**src/rtl/mealy_frame_sequencer_pkg.sv**
```systemverilog
// -----------------------------------------------------------------------------
// mealy_frame_sequencer_pkg
// Shared constants for the frame sequencer, its detector and the bench:
//   - controller state encoding (IDLE / SHIFT / DONE)
//   - detector state encoding   (A / B / C as {y2,y1})
//   - default frame and counter widths
//   - det_next(): next-state function of the "101" recogniser
// No ports (package).
// -----------------------------------------------------------------------------
package mealy_frame_sequencer_pkg;

    localparam int DEFAULT_WIDTH = 8;
    localparam int DEFAULT_CNT_W = 4;

    typedef enum logic [1:0] {
        ST_IDLE  = 2'b00,
        ST_SHIFT = 2'b01,
        ST_DONE  = 2'b10
    } ctrl_state_t;

    // {y2,y1}: A = nothing useful seen, B = seen "1", C = seen "10".
    typedef enum logic [1:0] {
        DET_A = 2'b00,
        DET_B = 2'b01,
        DET_C = 2'b10
    } det_state_t;

    // Overlapping "101" recogniser. Any '1' lands in B because a '1' is
    // always a valid start of the next match; code 11 falls back to A.
    function automatic logic [1:0] det_next(input logic [1:0] state,
                                            input logic       w_bit);
        logic [1:0] nxt;
        case (state)
            DET_A:   nxt = w_bit ? DET_B : DET_A;
            DET_B:   nxt = w_bit ? DET_B : DET_C;
            DET_C:   nxt = w_bit ? DET_B : DET_A;
            default: nxt = DET_A;
        endcase
        return nxt;
    endfunction

endpackage

```
**src/rtl/mealy_frame_sequencer_detector.sv**
```systemverilog
// -----------------------------------------------------------------------------
// mealy_101_detector
// Mealy recogniser for the serial pattern "101" with overlap.
// Ports:
//   clk    in  system clock, rising edge
//   resetn in  asynchronous active-low reset (state -> A)
//   clr    in  synchronous force to state A (wins over en)
//   en     in  advance the state on this edge using w
//   w      in  serial input bit
//   z      out combinational hit: w=1 while in state C and enabled
// -----------------------------------------------------------------------------
module mealy_101_detector
    import mealy_frame_sequencer_pkg::*;
(
    input  logic clk,
    input  logic resetn,
    input  logic clr,
    input  logic en,
    input  logic w,
    output logic z
);

    // Kept as a raw 2-bit code so the unused 11 code is representable and
    // recovers through det_next().
    logic [1:0] r_state;
    logic [1:0] w_state_next;

    always_ff @(posedge clk or negedge resetn) begin
        if (!resetn) begin
            r_state <= DET_A;
        end else begin
            r_state <= w_state_next;
        end
    end

    always_comb begin
        w_state_next = r_state;
        if (clr) begin
            w_state_next = DET_A;
        end else if (en) begin
            w_state_next = det_next(r_state, w);
        end
    end

    // Gated by en so a stale C left over from the last frame never shows.
    assign z = en & w & (r_state == DET_C);

endmodule

```
**src/rtl/mealy_frame_sequencer.sv**
```systemverilog
// -----------------------------------------------------------------------------
// mealy_frame_sequencer
// Shifts a WIDTH-bit frame out MSB-first into a "101" Mealy detector and
// counts the hits. A frame is requested with start in IDLE; the controller
// then spends WIDTH cycles in SHIFT and one cycle in DONE before returning to
// IDLE, giving a minimum frame period of WIDTH+2 cycles.
// Ports:
//   clk      in   system clock, rising edge
//   resetn   in   asynchronous active-low reset
//   start    in   frame request, only looked at in IDLE
//   data_in  in   frame word, captured on the accepting edge
//   w        out  serial bit currently presented to the detector (0 outside SHIFT)
//   z        out  Mealy detector output, same cycle as w
//   busy     out  high in SHIFT
//   done     out  one-cycle pulse in DONE
//   z_count  out  hits in the current/last frame, held until the next start
// Parameters: WIDTH 3..16 frame length; CNT_W must hold WIDTH/2.
// -----------------------------------------------------------------------------
module mealy_frame_sequencer
    import mealy_frame_sequencer_pkg::*;
#(
    parameter int WIDTH = 8,
    parameter int CNT_W = 4
) (
    input  logic             clk,
    input  logic             resetn,
    input  logic             start,
    input  logic [WIDTH-1:0] data_in,
    output logic             w,
    output logic             z,
    output logic             busy,
    output logic             done,
    output logic [CNT_W-1:0] z_count
);

    localparam int IDX_W = $clog2(WIDTH);

    ctrl_state_t      r_state;
    ctrl_state_t      w_state_next;
    logic [WIDTH-1:0] r_shift;
    logic [IDX_W-1:0] r_idx;
    logic [CNT_W-1:0] r_zcnt;

    logic w_accept;
    logic w_shift_en;
    logic w_last_bit;
    logic w_serial;
    logic w_det_z;

    assign w_accept   = (r_state == ST_IDLE) && start;
    assign w_shift_en = (r_state == ST_SHIFT);
    assign w_last_bit = (r_idx == IDX_W'(WIDTH - 1));
    assign w_serial   = w_shift_en & r_shift[WIDTH-1];

    // ---------------------------------------------------------------- FSM
    always_ff @(posedge clk or negedge resetn) begin
        if (!resetn) begin
            r_state <= ST_IDLE;
        end else begin
            r_state <= w_state_next;
        end
    end

    always_comb begin
        w_state_next = r_state;
        case (r_state)
            ST_IDLE:  if (start) w_state_next = ST_SHIFT;
            ST_SHIFT: if (w_last_bit) w_state_next = ST_DONE;
            ST_DONE:  w_state_next = ST_IDLE;
            default:  w_state_next = ST_IDLE;
        endcase
    end

    // ----------------------------------------------------------- datapath
    // The frame word is copied into r_shift on the accepting edge, so later
    // data_in activity cannot disturb a frame in flight.
    always_ff @(posedge clk or negedge resetn) begin
        if (!resetn) begin
            r_shift <= '0;
            r_idx   <= '0;
            r_zcnt  <= '0;
        end else if (w_accept) begin
            r_shift <= data_in;
            r_idx   <= '0;
            r_zcnt  <= '0;
        end else if (w_shift_en) begin
            r_shift <= {r_shift[WIDTH-2:0], 1'b0};
            r_idx   <= w_last_bit ? '0 : r_idx + IDX_W'(1);
            if (w_det_z) begin
                r_zcnt <= r_zcnt + CNT_W'(1);
            end
        end
    end

    // Cleared on the accepting edge so every frame starts from state A.
    mealy_101_detector u_det (
        .clk    (clk),
        .resetn (resetn),
        .clr    (w_accept),
        .en     (w_shift_en),
        .w      (w_serial),
        .z      (w_det_z)
    );

    assign w       = w_serial;
    assign z       = w_det_z;
    assign busy    = w_shift_en;
    assign done    = (r_state == ST_DONE);
    assign z_count = r_zcnt;

endmodule
```
**config.mk**
```make
export PLATFORM = sky130hd
export DESIGN_NAME = mealy_frame_sequencer
export DESIGN_NICKNAME = d
export VERILOG_FILES = /design/src/rtl/mealy_frame_sequencer_pkg.sv /design/src/rtl/mealy_frame_sequencer_detector.sv /design/src/rtl/mealy_frame_sequencer.sv
export SDC_FILE = /design/constraint.sdc
export NUM_CORES = 1
export LEC_CHECK = 0
export ABC_AREA = 1
export BUFFER_PORTS_ARGS = -buffer_cell sky130_fd_sc_hd__clkbuf_2
export CORE_MARGIN = 5
export CORE_UTILIZATION = 47
export DETAILED_ROUTE_END_ITERATION = 10
export HOLD_SLACK_MARGIN = 0.1
export PLACE_DENSITY = 0.71
export SYNTH_ARGS = -nofsm -noshare
export SYNTH_HDL_FRONTEND = slang
export SYNTH_SLANG_ARGS = --single-unit
```
**constraint.sdc**
```tcl
create_clock -name clk -period 1.1 [get_ports clk]
set_clock_uncertainty 0.05 [all_clocks]
set_input_delay 0.165 -clock clk [delete_from_list [all_inputs] [get_ports clk]]
set_output_delay 0.165 -clock clk [all_outputs]
set_load 0.005 [all_outputs]
```
# Yosys cells after proc, flatten, opt, wreduce, memory -nomap -nowiden

Cells that the tools add are included.

Add/subtract/negate cells: 2
Eq/ne operators: 7
Multiplexer cells: 16
Bitwise logic cells: 3
Reductions and logical operators: 8

Operators with widths:

| cell                                                                  | count |
|---|---|
| 8-bit 2-to-1 mux                                                      | 2 |
| 4-bit 2-to-1 mux                                                      | 3 |
| 2-bit 2-to-1 mux                                                      | 5 |
| 3-bit 2-to-1 mux                                                      | 3 |
| 2-bit one-hot mux with 2 select lines                                 | 2 |
| 4-bit by 1-bit adder with 4-bit output, second input constant         | 1 |
| 2-bit by 1-bit equality test with 1-bit output, second input constant | 2 |
| 2-bit equality test, second input constant                            | 2 |
| 2-bit logical NOT                                                     | 2 |
| 2-bit inequality test, second input constant                          | 2 |
| 2-bit AND reduction                                                   | 2 |
| 2-bit nonzero test                                                    | 2 |
| 3-bit by 1-bit adder with 3-bit output, second input constant         | 1 |
| 1-bit AND                                                             | 3 |
| 3-bit equality test, second input constant                            | 1 |
| 2-bit OR reduction                                                    | 1 |
| 1-bit logical AND                                                     | 1 |
| 1-bit 2-to-1 mux                                                      | 1 |

Register bits after elaboration: 19
Input port bits: 11
Word-level logic and storage cells: 41

# Logic depth before layout (Yosys ltp)

Word-level depth: 7
Gate-level depth with buffers: 6
Depth with buffers taken out: 6

# Hierarchy

A second synthesis with hierarchy kept.

Cells, all modules: 108
Area, all modules: 887.1 um^2

By module, submodules not included:

| module                | instances | cells each | area each (um^2) |
|---|---|---|---|
| mealy_frame_sequencer | 1         | 91         | 775.7 |
| mealy_101_detector    | 1         | 17         | 111.4 |

# Worst setup path after synthesis

Ideal clock, no wire load.

Path kind: register to register
Start: register r_idx[0]
End: register r_idx[0]
Setup time: 0.083 ns
Arrival: 0.954 ns
Required time: 0.967 ns
Setup slack: 0.013 ns
Stages on the path, launching flop included: 6
Cell sequence: dfrtp_1 > ha_1 > ha_1 > inv_1 > nand2_1 > o21ai_0

Word-level cells in the longest chain between the ends: 4
Elaborated cells between the ends (all ways): 5
Classes of those cells: add/sub (1); eq/ne (1); mux (3)

Ends and longest elaborated chain:

| item                                                                                 | RTL line                                                 | source |
|---|---|---|
| start, declared                                                                      | mealy_frame_sequencer.sv:41                              | `logic [IDX_W-1:0] r_idx;` |
| start signal, assigned                                                               | mealy_frame_sequencer.sv:88                              | `r_idx <= w_last_bit ? '0 : r_idx + IDX_W'(1);` |
| 3-bit by 1-bit adder with 3-bit output / 3-bit equality test (equally long branches) | mealy_frame_sequencer.sv:88, mealy_frame_sequencer.sv:52 |  |
| 3-bit 2-to-1 mux *                                                                   | mealy_frame_sequencer.sv:88                              |  |
| 3-bit 2-to-1 mux *                                                                   | mealy_frame_sequencer.sv:86                              | `end else if (w_shift_en) begin` |
| 3-bit 2-to-1 mux *                                                                   | mealy_frame_sequencer.sv:82                              | `end else if (w_accept) begin` |

Mark *: on every way between the ends. The rest lies on a longest branch, timed or not. The select of a mux whose other input is x is not followed.
A chain may end at the register's enable or synchronous reset.

# Worst setup path in the final report

Start: register r_state[1]
End: output port z

Word-level cells in the longest chain between the ends: 4

Ends and longest elaborated chain:

| item                                             | RTL line                             | source |
|---|---|---|
| start, declared                                  | mealy_frame_sequencer.sv:38          | `ctrl_state_t r_state;` |
| start signal, assigned                           | mealy_frame_sequencer.sv:60          | `r_state <= w_state_next;` |
| 2-bit by 1-bit equality test with 1-bit output * | mealy_frame_sequencer.sv:51          | `assign w_shift_en = (r_state == ST_SHIFT);` |
| 1-bit AND                                        | mealy_frame_sequencer.sv:53          | `assign w_serial = w_shift_en & r_shift[WIDTH-1];` |
| 1-bit AND * (2 in series)                        | mealy_frame_sequencer_detector.sv:46 | `assign z = en & w & (r_state == DET_C);` |
| end, declared                                    | mealy_frame_sequencer.sv:30          | `output logic z,` |

Mark *: on every way between the ends. The rest lies on a longest branch, timed or not.

==> flow_metrics.py <==
metrics = {
    "run_status": {
        "status": "complete, but fails checks",
        "violations": "negative setup slack",
    },
    "worst_setup_path": {
        "cp_data_arrival_time_ns": 1.11,
        "cp-start-kind": "flip-flop",
        "worstSetupPathType": "flip-flop to primary output",
        "reg2reg_to": "z_count[3]$_DFFE_PN0P_",
        "path_max_fanout": 4,
        "reg2reg_from": "r_state[1]$_DFFE_PN0P_",
        "required_ns": 0.88,
        "worstSetupEndpointType": "primary output",
        "reg2reg_depth": 7,
        "rrSetupSlack_ns": -0.07,
    },
    "sta": {
        "final.setup.tns_ns": -1.25,
        "finalCritPeriodShare": 1.21,
        "rsz0062_at_grt": "true",
        "slew_viol_final": 0,
        "setup_viol": 11,
        "setup_slack_ns": -0.227,
        "whs_ns": 0.185,
        "hold_viol": 0,
        "fmax_mhz": 754,
        "worst_pin_slew_ns": 0.452,
        "period_minus_slack_ns": 1.33,
        "slew_headroom": 0.699,
    },
    "cells_and_area": {
        "layout_common_cells": "41 x nand2_1, 18 x dfrtp_1, 15 x clkbuf_2",
        "synthToLayoutAreaGrowth_pct": 47.5,
        "fillers": 131,
        "finalNonFillerCells": 176,
        "n_antenna_cell": 0,
        "mostFrequentLayoutCell": "nand2_1",
        "drive_gt1_frac": 0.377,
        "nets": 166,
        "design_area_um2": 1330,
    },
    "floorplan": {
        "dieArea_um2": 2890,
        "die_h_um": 53.8,
        "start_util": 0.505,
        "top_level_ports": 19,
        "core.rowCount": 15,
        "fp.dieW_um": 53.8,
        "core-area_um2": 1780,
    },
    "drt": {
        "wirelength_mm": 2.13,
        "postRouteAntennaNets": 0,
        "drc": 0,
        "wl_per_cell_um": 12.1,
        "detail_route.first_pass.iterations": 4,
        "drt_iter0_drc": 27,
        "vias": 849,
        "vias_per_cell": 4.82,
    },
    "yosys": {
        "postSynthAreaPerCell_um2": 8.58,
        "ys_async_sr_fraction": 1.00,
        "synthFlopType": "dfrtp_1",
        "syn_area_um2": 901,
        "yosysWarningCount": 0,
        "synth_area_leaders": "dfrtp_1 53%, nand2_1 19%, nand3_1 4.4%",
        "synthesis.nets": 119,
        "ys_seq_area_frac": 0.528,
        "synth_cells": 105,
        "synth_enable_flop_cells": 0,
        "yosysUniqueCellTypes": 17,
        "ys_ff_latch": 19,
        "synth.largest_area_cell": "dfrtp_1",
        "synth_top_area_share": 0.528,
    },
    "global_routing": {
        "grt_max_degree": 20,
        "grt_overflow": 0,
        "grtUsageTotal": 0.172,
        "grt_pass1_wl_mm": 3.55,
        "antenna_found_initial": 0,
        "grt_pass1_vias": 758,
    },
    "worst_hold_path": {
        "min_from": "start",
        "whs_path_depth": 4,
        "hp-class": "primary input to flip-flop",
        "holdPathEnd": "z_count[0]$_DFFE_PN0P_",
    },
    "clock_tree": {
        "cts.reportedPaths.clkPinSlew_ns": 0.11,
        "numCtsBuffers": 3,
        "cts_buffer_depth": 2,
        "cts_tree": "done",
        "cts.sinks": 19,
        "cts-root-buf": "clkbuf_4",
        "worstSkewPairLatency_ns": 0.31,
        "h-tree-depth": 1,
    },
    "power": {
        "power_leakage_nw": 0.723,
        "power_density_nw_per_um2": 2150,
        "ir_worst_vdd_v": 0.00115,
    },
    "place": {
        "place_hpwl_mm": 1.33,
        "placed_cells": 154,
        "place_area_um2": 1060,
        "place_congestion": 0.745,
        "dpl_worst_slack_ns": -0.0738,
        "portBuffers": 18,
    },
    "run": {
        "drv_cap": 0,
    },
}
[critical path, stage by stage (launching register included)]
cell and delay [ns]:
dfrtp_1 0.40, inv_2 0.11, nand3_4 0.10, nor2_8 0.10
buf_6 0.10
[where the power goes]
part	switching [mW]	total (mW)	leakage, nW	internal, mW
Clock	0.230	0.368	0.0139	0.139
Sequential	0.188	1.14	0.248	0.948
Combinational	0.696	1.36	0.462	0.660
[how the worst max path moves through the flow]
stage / endpoint / start / cells after the start / slack (ns)
after floorplan: r_idx[0]$_DFFE_PN0P_ / r_idx[0]$_DFFE_PN0P_ / 5 / 0.01
after global placement: busy / r_state[1]$_DFFE_PN0P_ / 4 / -0.02
after detailed placement: r_idx[0]$_DFFE_PN0P_ / r_idx[0]$_DFFE_PN0P_ / 5 / -0.07
after CTS: z / r_state[1]$_DFFE_PN0P_ / 4 / -0.25
after global routing: z / r_state[1]$_DFFE_PN0P_ / 4 / -0.29
final: z / r_state[1]$_DFFE_PN0P_ / 4 / -0.23
[sequential cells by signal (all words and copies together), names as in the netlist]
name	cells
z_count	4
r_state	2
u_det.r_state	2
r_shift	8
r_idx	3
[final cells by class]
cell class                 count  area [um^2]  share of cell area
clock buffer                   3         22.5              0.0169
clock inverter                 1         7.51             0.00565
inverter                      10         47.5              0.0358
multi-input combinational     75          415               0.313
sequential                    19          477               0.359
tap                           25         31.3              0.0235
timing repair buffer          43          328               0.247
[synth_stat cells (2+ instances only)]
library cell  instances
inv_1                 7
inv_2                 2
o21ai_0               4
ha_1                  3
nand3_1               8
nand2_1              45
nor2_1                5
nand4_1               3
dfrtp_1              19
nand2_2               2
[metrics by stage]
step | utilization | power [mW]
6_report | 0.745 | 2.86
5_1_grt | 0.745 | 3.12
4_1_cts | 0.709 | 2.70
3_5_place_dp | 0.596 | 2.12
3_3_place_gp | 0.596 | 2.07
2_1_floorplan | - | 1.75
[layer usage]
layer,global-route usage,part of all wire
met5,0,0
met4,0.0383,0.0094
met3,0.0499,0.049
met2,0.286,0.52
met1,0.220,0.42
[cell families (layout without fill, tap and decap cells)]
family / Yosys count / after routing / synth area share
xor+xnor: 1 / 1 / 0.00972
simple gates: 66 / 66 / 0.333
buf+inv: 11 / 57 / 0.0570
flops: 19 / 19 / 0.528
fa+ha+maj: 3 / 3 / 0.0417
compound gates: 5 / 5 / 0.0306
[what timing repair did]
action	CTS	global route
pin swaps	1	7
endpoints found under the hold margin	27	0
endpoints found under the setup margin	13	25
hold buffers	9	0
buffers inserted	6	3
resized for setup	8	17
cloned	0	0
(Power assumes the default switching activity.)
